### config.mk
export PLATFORM = sky130hd
export DESIGN_NAME = z80_bus_seq
export DESIGN_NICKNAME = d
export VERILOG_FILES = /design/src/rtl/z80_bus_seq.sv
export SDC_FILE = /design/constraint.sdc
export NUM_CORES = 1
export LEC_CHECK = 0
export ABC_AREA = 1
export CAP_MARGIN = 20
export CORE_AREA = 3 3 102 104
export DETAILED_ROUTE_END_ITERATION = 10
export DIE_AREA = 0 0 105 107
export PLACE_DENSITY_LB_ADDON = 0.25
export SLEW_MARGIN = 15
export SYNTH_ARGS = -nofsm -noshare
export SYNTH_HDL_FRONTEND = slang
export SYNTH_SLANG_ARGS = --single-unit
### constraint.sdc
create_clock -name clk -period 1.5 [get_ports clk]
set_clock_uncertainty 0.05 [all_clocks]
set_input_delay 0.15 -clock clk [delete_from_list [all_inputs] [get_ports clk]]
set_output_delay 0.15 -clock clk [all_outputs]
set_load 0.05 [all_outputs]
### src/rtl/z80_bus_seq.sv
// z80_bus_seq: Z80 bus-cycle sequencer (memory, I/O, M1 fetch with refresh, interrupt acknowledge)
// Ports:
//   clk, reset_n                    clock, synchronous active-low reset
//   req_i/req_ready_o               request handshake; command fields req_io_i, req_wr_i, req_m1_i,
//                                   req_addr_i, req_wdata_i are latched on accept
//   rfsh_page_i                     upper refresh address byte (I register)
//   ack_o, rdata_o                  completion pulse and latched read/vector data
//   a_o, dout_o, dout_en_o, din_i   external address and data bus
//   wait_n_i                        external wait request
//   m1_n_o .. rfsh_n_o              active-low bus strobes
module z80_bus_seq #(
    parameter int AW       = 16,
    parameter int DW       = 8,
    parameter int MEM_WAIT = 0,
    parameter int IO_WAIT  = 1,
    parameter bit T2WRITE  = 1,
    parameter bit REFRESH  = 1
) (
    input  logic          clk,
    input  logic          reset_n,
    input  logic          req_i,
    output logic          req_ready_o,
    input  logic          req_io_i,
    input  logic          req_wr_i,
    input  logic          req_m1_i,
    input  logic [AW-1:0] req_addr_i,
    input  logic [DW-1:0] req_wdata_i,
    input  logic [7:0]    rfsh_page_i,
    output logic          ack_o,
    output logic [DW-1:0] rdata_o,
    output logic [AW-1:0] a_o,
    output logic [DW-1:0] dout_o,
    output logic          dout_en_o,
    input  logic [DW-1:0] din_i,
    input  logic          wait_n_i,
    output logic          m1_n_o,
    output logic          mreq_n_o,
    output logic          iorq_n_o,
    output logic          rd_n_o,
    output logic          wr_n_o,
    output logic          rfsh_n_o
);
    typedef enum logic [2:0] {IDLE, T1, T2, TW, T3, T4} state_t;

    state_t        state_q, state_d;
    logic [2:0]    wcnt_q, wcnt_d;
    logic [6:0]    rcnt_q, rcnt_d;
    logic          io_q, io_d, wr_q, wr_d, m1_q, m1_d;
    logic [AW-1:0] addr_q, addr_d;
    logic [DW-1:0] wdata_q, wdata_d;

    logic          ready_q, ready_d, ack_q, ack_d, den_q, den_d;
    logic          m1n_q, m1n_d, mreqn_q, mreqn_d, iorqn_q, iorqn_d;
    logic          rdn_q, rdn_d, wrn_q, wrn_d, rfshn_q, rfshn_d;
    logic [AW-1:0] a_q, a_d;
    logic [DW-1:0] dout_q, dout_d, rdata_q, rdata_d;

    logic accept, fetch_q, wrc_q, fetch_d, intack_d, wrc_d, mid, rfsh_ph;

    assign accept  = req_i && state_q == IDLE;
    assign fetch_q = m1_q && !io_q;
    assign wrc_q   = wr_q && !m1_q;

    // Command is captured on accept so the output logic can already use it for T1.
    assign io_d    = accept ? req_io_i    : io_q;
    assign wr_d    = accept ? req_wr_i    : wr_q;
    assign m1_d    = accept ? req_m1_i    : m1_q;
    assign addr_d  = accept ? req_addr_i  : addr_q;
    assign wdata_d = accept ? req_wdata_i : wdata_q;

    always_ff @(posedge clk) begin
        if (!reset_n) begin
            state_q <= IDLE;
            wcnt_q  <= '0;
            rcnt_q  <= '0;
            io_q    <= 1'b0;
            wr_q    <= 1'b0;
            m1_q    <= 1'b0;
            addr_q  <= '0;
            wdata_q <= '0;
        end else begin
            state_q <= state_d;
            wcnt_q  <= wcnt_d;
            rcnt_q  <= rcnt_d;
            io_q    <= io_d;
            wr_q    <= wr_d;
            m1_q    <= m1_d;
            addr_q  <= addr_d;
            wdata_q <= wdata_d;
        end
    end

    // Mandatory waits are counted down first; wait_n only extends once the counter is empty.
    always_comb begin
        state_d = state_q;
        wcnt_d  = wcnt_q;
        rcnt_d  = rcnt_q;
        case (state_q)
            IDLE: state_d = accept ? T1 : IDLE;
            T1: begin
                state_d = T2;
                wcnt_d  = io_q ? 3'(IO_WAIT) : 3'(MEM_WAIT);
            end
            T2, TW: begin
                state_d = (wcnt_q != 3'd0 || !wait_n_i) ? TW : T3;
                wcnt_d  = (wcnt_q != 3'd0) ? wcnt_q - 3'd1 : wcnt_q;
            end
            T3: state_d = (fetch_q && REFRESH) ? T4 : IDLE;
            T4: begin
                state_d = IDLE;
                rcnt_d  = rcnt_q + 7'd1;
            end
            default: state_d = IDLE;
        endcase
    end

    // Outputs are computed for the upcoming state and registered, so they line up with it.
    assign fetch_d  = m1_d && !io_d;
    assign intack_d = m1_d && io_d;
    assign wrc_d    = wr_d && !m1_d;
    assign mid      = state_d inside {T2, TW};
    assign rfsh_ph  = fetch_d && REFRESH && state_d inside {T3, T4};

    always_comb begin
        m1n_d   = !(m1_d && (state_d == T1 || mid || (state_d == T3 && !rfsh_ph)));
        mreqn_d = !(!io_d && (mid || state_d == T3));
        iorqn_d = !(io_d && (intack_d ? state_d == TW : (mid || state_d == T3)));
        rdn_d   = !(!wrc_d && !intack_d && (mid || (state_d == T3 && !rfsh_ph)));
        wrn_d   = !(wrc_d && (state_d inside {TW, T3} || (state_d == T2 && T2WRITE)));
        rfshn_d = !rfsh_ph;
        a_d     = rfsh_ph ? AW'({rfsh_page_i, 1'b0, rcnt_q})
                : (state_d inside {T1, T2, TW, T3}) ? addr_d : a_q;
        den_d   = wrc_d && state_d inside {T1, T2, TW, T3};
        dout_d  = den_d ? wdata_d : dout_q;
        ack_d   = state_d == IDLE && state_q != IDLE;
        ready_d = state_d == IDLE;
        rdata_d = (state_q inside {T2, TW} && state_d == T3 && !wrc_q) ? din_i : rdata_q;
    end

    always_ff @(posedge clk) begin
        if (!reset_n) begin
            ready_q <= 1'b1;
            ack_q   <= 1'b0;
            den_q   <= 1'b0;
            m1n_q   <= 1'b1;
            mreqn_q <= 1'b1;
            iorqn_q <= 1'b1;
            rdn_q   <= 1'b1;
            wrn_q   <= 1'b1;
            rfshn_q <= 1'b1;
            a_q     <= '0;
            dout_q  <= '0;
            rdata_q <= '0;
        end else begin
            ready_q <= ready_d;
            ack_q   <= ack_d;
            den_q   <= den_d;
            m1n_q   <= m1n_d;
            mreqn_q <= mreqn_d;
            iorqn_q <= iorqn_d;
            rdn_q   <= rdn_d;
            wrn_q   <= wrn_d;
            rfshn_q <= rfshn_d;
            a_q     <= a_d;
            dout_q  <= dout_d;
            rdata_q <= rdata_d;
        end
    end

    assign req_ready_o = ready_q;
    assign ack_o       = ack_q;
    assign rdata_o     = rdata_q;
    assign a_o         = a_q;
    assign dout_o      = dout_q;
    assign dout_en_o   = den_q;
    assign m1_n_o      = m1n_q;
    assign mreq_n_o    = mreqn_q;
    assign iorq_n_o    = iorqn_q;
    assign rd_n_o      = rdn_q;
    assign wr_n_o      = wrn_q;
    assign rfsh_n_o    = rfshn_q;
endmodule

# Word-level counts from Yosys, hierarchy flattened
# Index checks and enable logic that the tools add are counted.
dict set report word_totals {
  register_bits 81
  latchBits 0
  mem_bits_rw 0
  romBits 0
  in_bits 47
  out_inout_bits 41
  mem_count 0
}
dict set report classes {
  addsub 2
  multipliers 0
  div_mod_pow 0
  magnitude_cmp 0
  eq_ne 11
  shifts 0
  muxes 15
  bitwise_logic 1
  n_reduce_logical 52
}
# cell count
set op_table {}
lappend op_table {{$mux 16} 3}
lappend op_table {{$logic_and 1x1->1} 18}
lappend op_table {{$logic_not 1->1} 14}
lappend op_table {{$eq 3x2->1 const B} 4}
lappend op_table {{$eq 3x3->1 const B} 4}
lappend op_table {{$pmux 3 s4} 1}
lappend op_table {{$reduce_bool 2->1} 6}
lappend op_table {{$mux 3} 3}
lappend op_table {{$mux 8} 1}
lappend op_table {{$add 7x1->7 const B} 1}
lappend op_table {{$eq 3x1->1 const B} 2}
lappend op_table {{$logic_not 3->1} 2}
lappend op_table {{$logic_or 1x1->1} 6}
lappend op_table {{$mux 1} 6}
lappend op_table {{$pmux 3 s2} 1}
lappend op_table {{$reduce_bool 3->1} 2}
lappend op_table {{$reduce_bool 4->1} 1}
lappend op_table {{$reduce_or 2->1} 2}
lappend op_table {{$sub 3x1->3 const B} 1}
lappend op_table {{$ne 2x2->1 const B} 1}
lappend op_table {{$reduce_and 2->1} 1}
lappend op_table {{$not 1->1} 1}

# Depth between registers and ports, before layout
dict set report depth {
  depth_word 12
  depth_mapped 12
  depth_no_buf 11
}

# Least setup slack after synthesis
# Ideal clock, no wire load.
dict set report synth_path {
  path_type {register -> register}
  startpoint {register wcnt_q[0]}
  endpoint {register a_q[10] (netlist: a_o[10])}
  setup_time_ps 57
  arrival_ps 1602
  required_time_ps 1393
  slack_ps -208
  stages_incl_launch_ff 12
  period_less_slack_ps 1708
  cell_sequence {dfxtp_1 > inv_1 > ha_1 > ha_1 > nand3_2 > nand2_2 > nor2_2 > buf_2 > nand3_1 > nand3_1 > nand2_1 > inv_1}
}
dict set report synth_via {
  elab_chain_len 8
  elab_cells_between_ends 14
  cone_classes {eq/ne (5); mux (3); reduce/logical (6)}
}
# item line
set synth_lines {}
lappend synth_lines {{start, declared} 46} ;# logic [2:0] wcnt_q, wcnt_d;
lappend synth_lines {{start signal, assigned} 83} ;# wcnt_q <= wcnt_d;
lappend synth_lines {{$reduce_bool 3->1 (*)} 105} ;# state_d = (wcnt_q != 3'd0 || !wait_n_i) ? TW : T3;
lappend synth_lines {{$logic_or 1x1->1 (*)} 105}
lappend synth_lines {{$mux 3 (*)} 105}
lappend synth_lines {{$pmux 3 s4 (*)} 98} ;# case (state_q)
lappend synth_lines {{$eq 3x3->1, on equally long branches} {122, 132}}
lappend synth_lines {{$reduce_bool 2->1} 122} ;# assign rfsh_ph = fetch_d && REFRESH && state_d inside {T3, T4};
lappend synth_lines {{$logic_and 1x1->1} 122}
lappend synth_lines {{$mux 16 or $reduce_bool 2->1 (tied branches)} -}
lappend synth_lines {{end signal, assigned} 151} ;# a_q <= '0;
lappend synth_lines {{end signal, assigned} 164} ;# a_q <= a_d;
lappend synth_lines {{end, declared} 55} ;# logic [AW-1:0] a_q, a_d;
# Every way passes the cells marked *; elsewhere a longest branch is shown, timed or not.
# A chain may end at the register's enable or synchronous reset.

# Worst setup path in the final report
dict set report layout_path {
  startpoint {register state_q[0]}
  endpoint {register dout_q[5] (netlist: dout_o[5])}
}
dict set report layout_via {
  elab_chain_len 7
  elab_cells_between_ends 20
  cone_classes {eq/ne (8); mux (5); reduce/logical (7)}
}
# item line
set layout_lines {}
lappend layout_lines {{start, declared} 45} ;# state_t state_q, state_d;
lappend layout_lines {{start signal, assigned} 82} ;# state_q <= state_d;
lappend layout_lines {{$logic_not 3->1} {60, 98}}
lappend layout_lines {{$logic_and 1x1->1} 60} ;# assign accept = req_i && state_q == IDLE;
lappend layout_lines {{$mux 1} 99} ;# IDLE: state_d = accept ? T1 : IDLE;
lappend layout_lines {{$pmux 3 s4} 98}
lappend layout_lines {{$eq 3x1->1, or another cell as far along} 133} ;# den_d = wrc_d && state_d inside {T1, T2, TW, T3};
lappend layout_lines {{$reduce_bool 4->1} 133}
lappend layout_lines {{$logic_and 1x1->1} 133}
lappend layout_lines {{end signal, assigned} 165} ;# dout_q <= dout_d;
lappend layout_lines {{end, declared} 56} ;# logic [DW-1:0] dout_q, dout_d, rdata_q, rdata_d;
# Several ways; a longest one is shown, not always the timed one.

==> impl_metrics.ini <==
[run_status]
status = finished, violations left
violations = setup timing

[place]
dpl.hpwl_um = 6670
place_area_um2 = 4730
port_buffers = 87
gp_congestion = 0.791

[timing]
tightestPinTransition_ps = 329
finalWorstSetupSlack_ps = -125
final-hold-violation-count = 0
fmax_mhz = 615
finalSetupViolations = 29
rsz0062_at_grt = yes
period_minus_slack_ps = 1620
hold_slack_ps = 372
relSlewSlack_pct = 78.0
finalMaxSlewViolations = 0
min_period_over_period_pct = 108

[cells_and_area]
design_area_um2 = 5390
drive_gt1_share_pct = 28.5
fin_nets = 667
utilization_pct = 55.9
antenna_cells = 0
area_growth_pct = 53.7

[power]
swShare_pct = 37.5
clock_power_share_pct = 23.9
power.leakage_nw = 2.49
pwr-share-seq_pct = 39.7
pwr-share-comb_pct = 36.3
p_per_area_nw_per_um2 = 1150
p_sw_mw = 2.33
peakVddDrop_mv = 0.551
internal_power_mw = 3.88

[route]
vias = 3528
avgRoutedWirePerCell_um = 14.2
vias_per_cell = 4.67
drt-initial-drc-count = 161
firstDrtPassIters = 5
wl_um = 10700
drc = 0
antenna_left = 0

[grt]
grt_start_max_net_pins = 42
antenna_found_initial = 0
grt_overflow_total = 0
grt_pass1_wl_um = 16600
gr-usage-all-layers_pct = 18.5
grt_pass1_vias = 3429

[yosys]
synth_warnings = 0
ys_seq_area_share_pct = 46.2
synth_top_family_by_area = simple AND/OR/NAND/NOR gates
synth_cell_types = 29
ys_ff_latch = 81
syn_inst = 479
syn_nets = 529
synth_compound_gate_area_share_pct = 8.48
synth_area_per_cell_um2 = 7.33
synth_xor_area_share_pct = 0.250
synth-simple-area-share_pct = 29.9
yosys.area_share.adder_pct = 1.07
synth.mux.area_fraction_pct = 2.28
netlist_area_um2 = 3510

[worst_setup_path]
critPathLaunchType = register
r2r_slack_ps = -120
end_kind = register
critPathKind = reg2reg
cp.required_ps = 1730
rr_startpoint = state_q[0]$_SDFF_PN0_
worstPathMaxFanout = 8
ff2ff_path_depth = 10
cp.arrival_ps = 1850
reg2reg_to = dout_o[5]$_SDFFE_PN0P_

[clocking]
path_clk_slew_ps = 90
numCtsBuffers = 9
hold_buffers = 0
cts_sinks = 81
clockRootBuffer = clkbuf_8
clockBufferDepth = 2
cts_tree = yes
htreeDepth = 3
clkLatencyLatePin_ps = 370

[floorplanning]
die_y_um = 107
dieArea_um2 = 11200
die_x_um = 105
ioPinCount = 88
core_um2 = 9640
fp-row-count = 36
start_util_pct = 36.4

[min_path]
worstHoldStart = din_i[6]
hold_depth = 3
min_to = rdata_o[6]$_SDFFE_PN0P_
hold_class = in2reg

[flow_run]
cap_violations = 0
==> cells in the mapped netlist (all sizes together) <==
master | instances | area [um^2]
dfxtp | 81 | 1620
and3 | 1 | 6.26
nand3 | 41 | 220
nor3b | 1 | 7.51
a21oi | 16 | 80.1
mux2i | 8 | 80.1
a31oi | 2 | 12.5
inv | 75 | 282
o21ai | 34 | 170
nor2 | 66 | 292
a211oi | 1 | 12.5
nor3 | 1 | 5.00
o21a | 3 | 22.5
ha | 3 | 37.5
clkbuf | 7 | 26.3
buf | 16 | 105
xor2 | 1 | 8.76
nand2 | 101 | 389
nand4 | 21 | 131
==> power by group through the flow <==
stage	registers, mW	clock network, mW	logic, mW
floorplan	2.91	0	0.820
global placement	2.51	0	1.87
detailed placement	2.51	0	1.89
CTS	2.47	1.53	2.03
global route	2.49	1.62	2.45
finish	2.47	1.49	2.26
==> worst max-delay path, stage by stage, from the launching register on <==
cell and delay [ps]:
dfxtp_2 340, nor2_4 190, nand3_4 170, inv_4 200, nand2_1 80, nand2_1 80
nand2_2 80, nor2_4 170, nand2_1 80, nand2_1 60, nor2_1 40
==> what timing repair did <==
item	4_1_cts	5_1_grt
gates resized for setup	42	47
pin swaps	12	18
endpoints found under the setup margin	40	50
hold endpoints to repair	0	0
setup buffers	4	10
cloned	2	7
==> cells by family (layout without fill, tap and decap cells) <==
| logic type | Yosys count | after routing |
|---|---|---|
| AOI/OAI and AO/OA | 56 | 56 |
| xor gates and xnor gates | 1 | 1 |
| adders and majority gates | 3 | 3 |
| buffers and inverters | 98 | 236 |
| DFF | 81 | 81 |
| muxes | 8 | 8 |
| and+or+nand+nor | 232 | 237 |
==> worst max-delay path by stage <==
stage | depth (start not counted) | to | slack, ps | from
after global placement | 9 | a_o[15]$_SDFFE_PN0P_ | -330 | req_i
final | 10 | dout_o[5]$_SDFFE_PN0P_ | -120 | state_q[0]$_SDFF_PN0_
after CTS | 10 | a_o[0]$_SDFFE_PN0P_ | -100 | state_q[1]$_SDFF_PN0_
after detailed placement | 9 | a_o[15]$_SDFFE_PN0P_ | -350 | req_i
after floorplan | 11 | a_o[10]$_SDFFE_PN0P_ | -30 | wcnt_q[1]$_SDFFE_PN0P_
after global routing | 10 | dout_o[5]$_SDFFE_PN0P_ | -260 | state_q[0]$_SDFF_PN0_
==> stage by stage <==
stage	setup slack, ps	instances	power (mW)	TNS, ps
after floorplan	-30.5	479	3.73	-288
after global placement	-326	717	4.37	-10820
after detailed placement	-353	717	4.40	-12700
after CTS	-99.0	739	6.03	-2040
after global routing	-258	755	6.56	-6500
final	-125	755	6.21	-2790
==> layout by cell type (no fill, tap or decap), drive strengths merged, types with 8 or more instances in the layout <==
master,n
clkdlybuf4s50,46
o21ai,34
dfxtp,81
nand3,43
nor2,69
nand4,21
nand2,101
mux2i,8
a21oi,16
inv,77
buf,96
clkbuf,12
==> sequential cells by signal, indices dropped and copies added (netlist names), 3 cells and up <==
name,count
a_o,16
addr_q,16
dout_o,8
rdata_o,8
wdata_q,8
rcnt_q,7
state_q,3
wcnt_q,3
==> layer usage <==
layer / GRT usage (%) / wire length (um) / part of all wire, % / up-vias
li1: - / - / - / 1806
met1: 23.1 / 4810 / 45 / 1600
met2: 30.4 / 5090 / 48 / 107
met3: 5.24 / 605 / 5.7 / 15
met4: 7.12 / 192 / 1.8 / 0
met5: 0 / 0 / 0 / -
==> area by class of cell <==
cell class | instances | area [um^2]
clock inverters | 7 | 55.1
well taps | 133 | 166
fillers | 930 | 4250
multi-input cells | 305 | 1760
clock buffers | 9 | 124
flip-flops and latches | 81 | 1630
repair buffers | 145 | 1370
inverters | 75 | 287
No activity file was read; power rests on OpenSTA's default activity.
